<file path="src/rtl/minimig_bankarb_pkg.sv">
// Shared encodings for the Minimig SDRAM bank arbiter.
// Grant codes, FSM states and the power-on memory configuration.
package minimig_bankarb_pkg;

    localparam logic [1:0] GNT_NONE = 2'd0;
    localparam logic [1:0] GNT_DMA  = 2'd1;
    localparam logic [1:0] GNT_CPU  = 2'd2;
    localparam logic [1:0] GNT_HOST = 2'd3;

    typedef enum logic [1:0] {
        ST_IDLE,
        ST_WAIT,
        ST_RECOVER
    } state_t;

    localparam logic [3:0] CFG_RESET = 4'b0000;

endpackage

</file>
<file path="src/rtl/minimig_bankarb_prio.sv">
// Combinational winner pick for the bank arbiter.
// Starved CPU first, then DMA, then CPU/host round-robin.
module minimig_bankarb_prio
    import minimig_bankarb_pkg::*;
(
    input  logic       dma_req,
    input  logic       cpu_req,
    input  logic       host_req,
    input  logic       cpu_starved,
    input  logic       rr_last_host,
    output logic [1:0] winner
);

    always_comb begin
        winner = GNT_NONE;
        if (cpu_req && cpu_starved)
            winner = GNT_CPU;
        else if (dma_req)
            winner = GNT_DMA;
        else if (cpu_req && host_req)
            winner = rr_last_host ? GNT_CPU : GNT_HOST;
        else if (cpu_req)
            winner = GNT_CPU;
        else if (host_req)
            winner = GNT_HOST;
    end

endmodule

</file>
<file path="src/rtl/minimig_bank_arbiter.sv">
// SDRAM port arbiter for chipset DMA, CPU and host/RTG requesters.
// Optional WAIT watchdog: define MINIMIG_BANKARB_TIMEOUT_EN.
module minimig_bank_arbiter
    import minimig_bankarb_pkg::*;
#(
    parameter int RECOVERY_CYCLES = 1,
    parameter int STARVE_LIMIT    = 4,
    parameter int TIMEOUT_CYCLES  = 255
)(
    input  logic       clk,
    input  logic       reset,
    input  logic       cfg_wr,
    input  logic [3:0] cfg_memory_config,
    output logic [3:0] active_config,
    input  logic       dma_req,
    input  logic       cpu_req,
    input  logic       host_req,
    input  logic [7:0] dma_bank,
    input  logic [7:0] cpu_bank,
    input  logic [7:0] host_bank,
    input  logic       dma_we,
    input  logic       cpu_we,
    input  logic       host_we,
    output logic       dma_ack,
    output logic       cpu_ack,
    output logic       host_ack,
    output logic       ram_req,
    output logic [7:0] ram_bank,
    output logic       ram_we,
    input  logic       ram_ack,
    output logic [1:0] grant,
`ifdef MINIMIG_BANKARB_TIMEOUT_EN
    output logic       timeout_flag,
`endif
    output logic       err_nobank
);

    localparam logic [2:0] REC_LAST =
        3'(RECOVERY_CYCLES == 0 ? 0 : RECOVERY_CYCLES - 1);
    localparam logic [3:0] STARVE_MAX = 4'(STARVE_LIMIT);
    localparam state_t POST_ST =
        (RECOVERY_CYCLES == 0) ? ST_IDLE : ST_RECOVER;

    state_t     state, state_nxt;
    logic [1:0] winner;
    logic [7:0] win_bank;
    logic       win_we;
    logic [2:0] rec_cnt;
    logic [3:0] starve_cnt;
    logic       rr_last_host;
    logic [3:0] pend_cfg;
    logic       pend_vld;
    logic       wait_done;
    logic       timeout_hit;
    logic       dma_r, cpu_r, host_r;

    // A requester still sees its req high during its ack cycle; mask it
    // so a zero-recovery build cannot grant the same access twice.
    assign dma_r  = dma_req  & ~dma_ack;
    assign cpu_r  = cpu_req  & ~cpu_ack;
    assign host_r = host_req & ~host_ack;

    minimig_bankarb_prio u_prio (
        .dma_req      (dma_r),
        .cpu_req      (cpu_r),
        .host_req     (host_r),
        .cpu_starved  (starve_cnt == STARVE_MAX),
        .rr_last_host (rr_last_host),
        .winner       (winner)
    );

    always_comb begin
        win_bank = 8'h00;
        win_we   = 1'b0;
        case (winner)
            GNT_DMA:  begin win_bank = dma_bank;  win_we = dma_we;  end
            GNT_CPU:  begin win_bank = cpu_bank;  win_we = cpu_we;  end
            GNT_HOST: begin win_bank = host_bank; win_we = host_we; end
            default:  ;
        endcase
    end

`ifdef MINIMIG_BANKARB_TIMEOUT_EN
    localparam logic [7:0] TO_LAST = 8'(TIMEOUT_CYCLES - 1);
    logic [7:0] wt_cnt;

    assign timeout_hit = (wt_cnt == TO_LAST);

    always_ff @(posedge clk or posedge reset) begin
        if (reset) begin
            wt_cnt       <= 8'd0;
            timeout_flag <= 1'b0;
        end else if (state == ST_WAIT) begin
            wt_cnt <= wt_cnt + 8'd1;
            if (!ram_ack && timeout_hit)
                timeout_flag <= 1'b1;
        end else begin
            wt_cnt <= 8'd0;
        end
    end
`else
    assign timeout_hit = 1'b0;
`endif

    assign wait_done = ram_ack | timeout_hit;

    always_ff @(posedge clk or posedge reset) begin
        if (reset)
            state <= ST_IDLE;
        else
            state <= state_nxt;
    end

    always_comb begin
        state_nxt = state;
        case (state)
            ST_IDLE:
                if (winner != GNT_NONE)
                    state_nxt = (win_bank == 8'h00) ? POST_ST : ST_WAIT;
            ST_WAIT:
                if (wait_done)
                    state_nxt = POST_ST;
            ST_RECOVER:
                if (rec_cnt == REC_LAST)
                    state_nxt = ST_IDLE;
            default:
                state_nxt = ST_IDLE;
        endcase
    end

    always_ff @(posedge clk or posedge reset) begin
        if (reset) begin
            active_config <= CFG_RESET;
            pend_cfg      <= CFG_RESET;
            pend_vld      <= 1'b0;
            dma_ack       <= 1'b0;
            cpu_ack       <= 1'b0;
            host_ack      <= 1'b0;
            ram_req       <= 1'b0;
            ram_bank      <= 8'h00;
            ram_we        <= 1'b0;
            grant         <= GNT_NONE;
            err_nobank    <= 1'b0;
            rec_cnt       <= 3'd0;
            starve_cnt    <= 4'd0;
            rr_last_host  <= 1'b1;
        end else begin
            dma_ack  <= 1'b0;
            cpu_ack  <= 1'b0;
            host_ack <= 1'b0;
            rec_cnt  <= 3'd0;
            if (cfg_wr) begin
                pend_cfg <= cfg_memory_config;
                pend_vld <= 1'b1;
            end
            case (state)
                ST_IDLE: begin
                    if (winner == GNT_NONE) begin
                        if (!cpu_req)
                            starve_cnt <= 4'd0;
                        // Only an idle bus may switch the mapper config.
                        if (pend_vld) begin
                            active_config <= pend_cfg;
                            if (!cfg_wr)
                                pend_vld <= 1'b0;
                        end
                    end else begin
                        if (win_bank == 8'h00) begin
                            err_nobank <= 1'b1;
                            dma_ack    <= (winner == GNT_DMA);
                            cpu_ack    <= (winner == GNT_CPU);
                            host_ack   <= (winner == GNT_HOST);
                        end else begin
                            ram_req  <= 1'b1;
                            ram_bank <= win_bank;
                            ram_we   <= win_we;
                            grant    <= winner;
                        end
                        if (winner == GNT_DMA && cpu_req) begin
                            if (starve_cnt != STARVE_MAX)
                                starve_cnt <= starve_cnt + 4'd1;
                        end else if (winner == GNT_CPU || !cpu_req) begin
                            starve_cnt <= 4'd0;
                        end
                        if (winner == GNT_CPU)
                            rr_last_host <= 1'b0;
                        else if (winner == GNT_HOST)
                            rr_last_host <= 1'b1;
                    end
                end
                ST_WAIT: begin
                    if (wait_done) begin
                        ram_req  <= 1'b0;
                        grant    <= GNT_NONE;
                        dma_ack  <= (grant == GNT_DMA);
                        cpu_ack  <= (grant == GNT_CPU);
                        host_ack <= (grant == GNT_HOST);
                    end
                end
                ST_RECOVER:
                    rec_cnt <= rec_cnt + 3'd1;
                default: ;
            endcase
        end
    end

endmodule

</file>
<file path="config.mk">
export PLATFORM = sky130hd
export DESIGN_NAME = minimig_bank_arbiter
export DESIGN_NICKNAME = d
export VERILOG_FILES = /design/src/rtl/minimig_bankarb_pkg.sv /design/src/rtl/minimig_bankarb_prio.sv /design/src/rtl/minimig_bank_arbiter.sv
export SDC_FILE = /design/constraint.sdc
export NUM_CORES = 1
export LEC_CHECK = 0
export ABC_AREA = 0
export BUFFER_PORTS_ARGS = -buffer_cell sky130_fd_sc_hd__buf_2
export CAP_MARGIN = 10
export CORE_UTILIZATION = 32
export DETAILED_ROUTE_END_ITERATION = 6
export PLACE_DENSITY = 0.64
export SYNTH_ARGS = -nofsm -noshare
export SYNTH_HDL_FRONTEND = slang
export SYNTH_HIERARCHICAL = 1
export SYNTH_SLANG_ARGS = --single-unit
</file>
<file path="constraint.sdc">
create_clock -name clk -period 4 [get_ports clk]
set_input_delay 0.2 -clock clk [delete_from_list [all_inputs] [get_ports clk]]
set_output_delay 0.2 -clock clk [all_outputs]
set_load 0.005 [all_outputs]
</file>
### Word level (Yosys, flattened, before mapping)

Index checks and enable logic that the tools add are counted.

| operators by class | value |
|---|---|
| order comparisons | 0 |
| shift operators | 0 |
| reduce and logical (&&, ||, !) cells | 20 |
| mux-type cells | 46 |
| eq/ne operators | 17 |
| bitwise logic cells | 8 |
| divide/modulo/power cells | 0 |
| add/subtract/negate cells | 2 |
| multipliers | 0 |

Operators with widths:

| cell | count |
|---|---|
| 2-bit 2-to-1 mux | 12 |
| 8-bit one-hot mux with 3 select lines | 1 |
| 1-bit 2-to-1 mux | 20 |
| 4-bit 2-to-1 mux | 5 |
| 3-bit AND reduction | 5 |
| 2-bit inequality test, second input constant | 6 |
| 2-bit equality test, second input constant | 5 |
| 8-bit zero test | 1 |
| 1-bit one-hot mux with 2 select lines | 4 |
| 4-bit AND reduction | 2 |
| 2-bit by 1-bit equality test with 1-bit output, second input constant | 3 |
| 2-bit one-hot mux with 3 select lines | 1 |
| 2-bit nonzero test | 3 |
| 1-bit inverter | 5 |
| 4-bit by 1-bit adder with 4-bit output, second input constant | 1 |
| 4-bit by 3-bit equality test with 1-bit output, second input constant | 1 |
| 2-bit zero test | 2 |
| 4-bit by 3-bit inequality test with 1-bit output, second input constant | 1 |
| 2-bit one-hot mux with 2 select lines | 1 |
| 3-bit by 1-bit adder with 3-bit output, second input constant | 1 |
| 1-bit AND | 3 |
| 1-bit logical AND | 3 |
| 3-bit zero test | 1 |
| 3-bit 2-to-1 mux | 1 |
| other kinds (5) | 5 |

| storage, ports and cells | value |
|---|---|
| ROM bits | 0 |
| output and inout port bits | 20 |
| memories | 0 |
| RAM bits | 0 |
| logic and storage cells | 108 |
| input port bits | 38 |
| latch bits | 0 |
| flip-flop bits (word level) | 35 |

### Longest topological paths before layout

| depth | value |
|---|---|
| depth after elaboration | 13 |
| gate-level depth with buffers | 13 |
| gate-level depth less buffers | 10 |

### By module

The synthesis kept the hierarchy.

Modules (own cells, without submodules):

| module | area an instance (sq um) | sequential area each (sq um) | cells each | times used |
|---|---|---|---|---|
| minimig_bank_arbiter | 1839.3 | 877.1 | 161 | 1 |
| minimig_bankarb_prio | 27.5 | 0.0 | 5 | 1 |

### Least setup slack after synthesis

No wires, ideal clock.

| path | value |
|---|---|
| path type | reg2reg |
| start point | register starve_cnt[0] |
| end point | register ram_bank[0] |
| period minus slack after synthesis | 2711 ps |
| data required time | 3875 ps |
| slack | 1289 ps |
| setup time | 125 ps |
| cell stages (with the launch flop) | 13 |
| buffers on the path | 2 |
| arrival time | 2586 ps |
| cells stage by stage | dfrtp_1 inv_1 ha_1 and3b_1 nand2_1 o21ai_0 buf_6 mux2i_1 o2bb2ai_1 or4_4 o21ai_2 buf_6 mux2_4 |

| between the ends | value |
|---|---|
| word-level cells in the longest chain between the ends | 8 |
| elaborated cells on any way between the ends | 12 |
| those cells by class | eq/ne (4); mux (2); bitwise (2); reduce/logical (4) |

Ends and longest elaborated chain:

| what | line | text |
|---|---|---|
| start: declaration | minimig_bank_arbiter.sv:49 | `logic [3:0] starve_cnt;` |
| start signal: assignment | minimig_bank_arbiter.sv:181 | `starve_cnt <= starve_cnt + 4'd1;` |
| 4-bit by 3-bit equality test with 1-bit output * | minimig_bank_arbiter.sv:67 | `.cpu_starved (starve_cnt == STARVE_MAX),` |
| 1-bit logical AND * | minimig_bankarb_prio.sv:16 | `if (cpu_req && cpu_starved)` |
| 2-bit 2-to-1 mux * | minimig_bankarb_prio.sv:16 |  |
| net winner[1] | minimig_bank_arbiter.sv:45 | `logic [1:0] winner;` |
| 2-bit equality test or 2-bit by 1-bit equality test with 1-bit output (tied branches) | minimig_bank_arbiter.sv:75 | `case (winner)` |
| 8-bit one-hot mux with 3 select lines | minimig_bank_arbiter.sv:75 |  |
| 8-bit zero test | minimig_bank_arbiter.sv:168 | `if (win_bank == 8'h00) begin` |
| 1-bit inverter (no source line) | n/a |  |
| 3-bit AND reduction (no source line) | n/a |  |
| end signal: assignment | minimig_bank_arbiter.sv:175 | `ram_bank <= win_bank;` |
| end: declaration | minimig_bank_arbiter.sv:28 | `output logic [7:0] ram_bank,` |

Mark *: on every way through the listed nets, which the timed path passes. The rest lies on a longest branch.
A chain may end at the register's enable or synchronous reset.

### Worst setup path in the final report

| path | value |
|---|---|
| start point | register starve_cnt[0] |
| end point | register ram_bank[2] |

The elaborated chain is that of the path after synthesis.

==> reports/results.ini <==
[status]
outcome=completed

[global_route]
grt_usage_pct=14.4
grt_pass1_wl_um=6780
grt_max_degree=36
grt_pass1_vias=1461
antenna_found_initial=0
overflow=0

[sta]
tightest_slew_ns=0.704
fin_worst_skew_ns=0.00978
slew_headroom_pct=53.1
fmax_ghz=0.294
setup_viol=0
tns_ns=0
rsz0062_at_grt=false
fin_hold_ws_ns=0.131
period_share_pct=84.9
drv_slew=0
min_period_ns=3.40
hold_viol=0

[synthesis]
synth_seq_cells=35
synth-seq-area-share_pct=47.0
synth-compound-area-share_pct=12.5
yosys-top-cells-area=dfrtp_1, mux2i_1, mux2_2
synth_common_cells=dfrtp_1, nor2_1, inv_1, mux2i_1, nand2_1
yosysWarnings=6
synth_edf_count=0
yosys.area_share.simple_pct=12.0
synth_nets=208
synth-xor-area-share_pct=2.35
synth_top_family_by_area=multiplexers
synth_adder_area_share_pct=2.68
synth-main-ff-cell=dfrtp_1
yosysTopAreaCell=dfrtp_1
synth.distinct_cells=39
synthMuxAreaShare_pct=18.2
async_flop_share_pct=100
synthCells=166
postSynthAreaPerCell_um2=11.2
netlist.area_leader.share_pct=45.6
yosysMostFrequentCell=dfrtp_1
synth_area_um2=1870

[floorplanning]
coreArea_um2=5570
rows=27
design.die.area_um2=6140
die_h_um=78.4
die_w_um=78.4
start_util_pct=33.5
io-pin-count=58

[route]
vias=1417
drcViolationCount=0
finalWirelength_um=3890
dr.pass1.iters=4
wire_per_inst_um=13.0
drt_iter0_drc=69
vias_per_cell=4.72
ant_nets=0

[power]
vdd_ir_drop_max_mv=0.283
power_density_nw_per_um2=646
comb_power_share_pct=39.5
leakagePower_uw=0.00116
swShare_pct=35.1
p_clk_share_pct=21.5
p_int_uw=979
p_seq_share_pct=39.0
p_switching_uw=530
p_total_uw=1510

[critical_path]
cp-start-kind=register
endpoint_kind=register
cp.arrival_ns=3.58
cp_max_fo=12
crit_type=reg2reg
crit_required_ns=4.18

[clock_tree]
postCtsResizedCells=0
clockBufferDepth=2
cts_inserted_buffers=5
cts.sinks=35
cts_tree=done
postCtsSetupRepairBufs=0
clock-root-buffer=clkbuf_8
htreeDepth=2
ctsHoldBuffers=1
path_clk_slew_ns=0.08
clk-insertion-delay-late_ns=0.29

[finish]
drive_gt1_share_pct=38.2
n_antenna_cell=0
fin_nets=269
syn_to_final_growth_pct=25.1

[flow_run]
maxCapViolations=0

[placement]
port_buffers=57
dp_hpwl_um=3050
finalWeightedCongestion=0.837

[hold_path]
hp-class=in2reg

==> power groups by stage <==
stage / sequential, uW / combinational [uW] / clock, uW
6_report: 589 / 597 / 324
5_1_grt: 613 / 674 / 346
4_1_cts: 591 / 607 / 334
3_5_place_dp: 595 / 605 / 0
3_3_place_gp: 593 / 601 / 0
2_1_floorplan: 570 / 447 / 0
==> layout by cell type (no fill, tap or decap), types with 3 or more instances in the layout <==
cell type  Yosys  layout
mux2_2        10      10
xnor2_1        3       3
mux2_4         5       5
dfrtp_1       34      34
nand2_1       11      11
mux2i_1       13      13
a21oi_1        3       3
o21ai_0        6       5
o32ai_1        3       3
a21o_1         3       3
clkbuf_8       0       5
o2bb2ai_1      4       4
o21a_1         4       4
nor2_1        16      16
inv_1         13      13
buf_2          0      57
ha_1           4       4
==> flip-flops by register name, summed over array words and instances (netlist names), 2 cells and up <==
register / count
grant: 2
active_config: 4
pend_cfg: 4
state: 2
rec_cnt: 3
starve_cnt: 4
ram_bank: 8
==> worst max-delay path: stages, from the launching register on <==
cell and delay, ns:
dfrtp_1 0.40, inv_1 0.06, ha_1 0.18, and3b_1 0.20, nand2_1 0.10, o21a_1 0.49
nor2b_4 0.11, o2bb2ai_1 0.19, or4_4 0.57, o21ai_2 0.60, mux2_1 0.38
==> logic make-up (layout without fill, tap and decap cells) <==
family,Yosys count,in the layout
xor gates and xnor gates,5,5
muxes,30,30
AOI/OAI and AO/OA,30,30
DFF,35,35
and+or+nand+nor,43,43
adders and majority gates,4,4
buffers and inverters,19,81
==> per-stage QoR <==
stage	utilization [%]	area (um^2)	cells	worst slack, ns
6_report	41.9	2330	300	0.604
3_5_place_dp	39.6	2210	291	0.618
5_1_grt	41.9	2330	300	0.386
4_1_cts	41.9	2330	300	0.621
2_1_floorplan	-	1870	166	1.29
3_3_place_gp	39.6	2210	291	0.698
==> final timing paths <==
kind	start	end	slack, ns	cells after the start
worst max-delay path	starve_cnt[0]$_DFFE_PP0P_	ram_bank[2]$_DFFE_PP0P_	0.60	10
worst min-delay path	cfg_memory_config[3]	pend_cfg[3]$_DFFE_PP0P_	0.13	2
worst max register to register	starve_cnt[0]$_DFFE_PP0P_	ram_bank[2]$_DFFE_PP0P_	0.60	10
worst min register to register	rec_cnt[0]$_DFF_PP0_	rec_cnt[0]$_DFF_PP0_	0.46	1
max in group asynchronous	reset	rr_last_host$_DFFE_PP1P_	3.11	4
min in group asynchronous	reset	active_config[0]$_DFFE_PP0P_	0.54	4
==> metal layers <==
metal	wire, um	vias to the layer above	GRT usage, %	part of all wire, %
li1	-	713	-	-
met1	1890	664	19.4	49
met2	1760	32	21.8	45
met3	180	8	4.30	4.6
met4	53	0	5.00	1.4
met5	0	-	0	0
==> cell type report <==
type                            instances  area (um^2)
Multi-Input combinational cell        112          892
Inverter                               13         48.8
Sequential cell                        35          877
Timing Repair Buffer                   60          310
Fill cell                             568         3240
Tap cell                               72         90.1
Clock buffer                            5         68.8
Clock inverter                          3         47.5
Note: power is estimated with default switching activity, not from simulation.
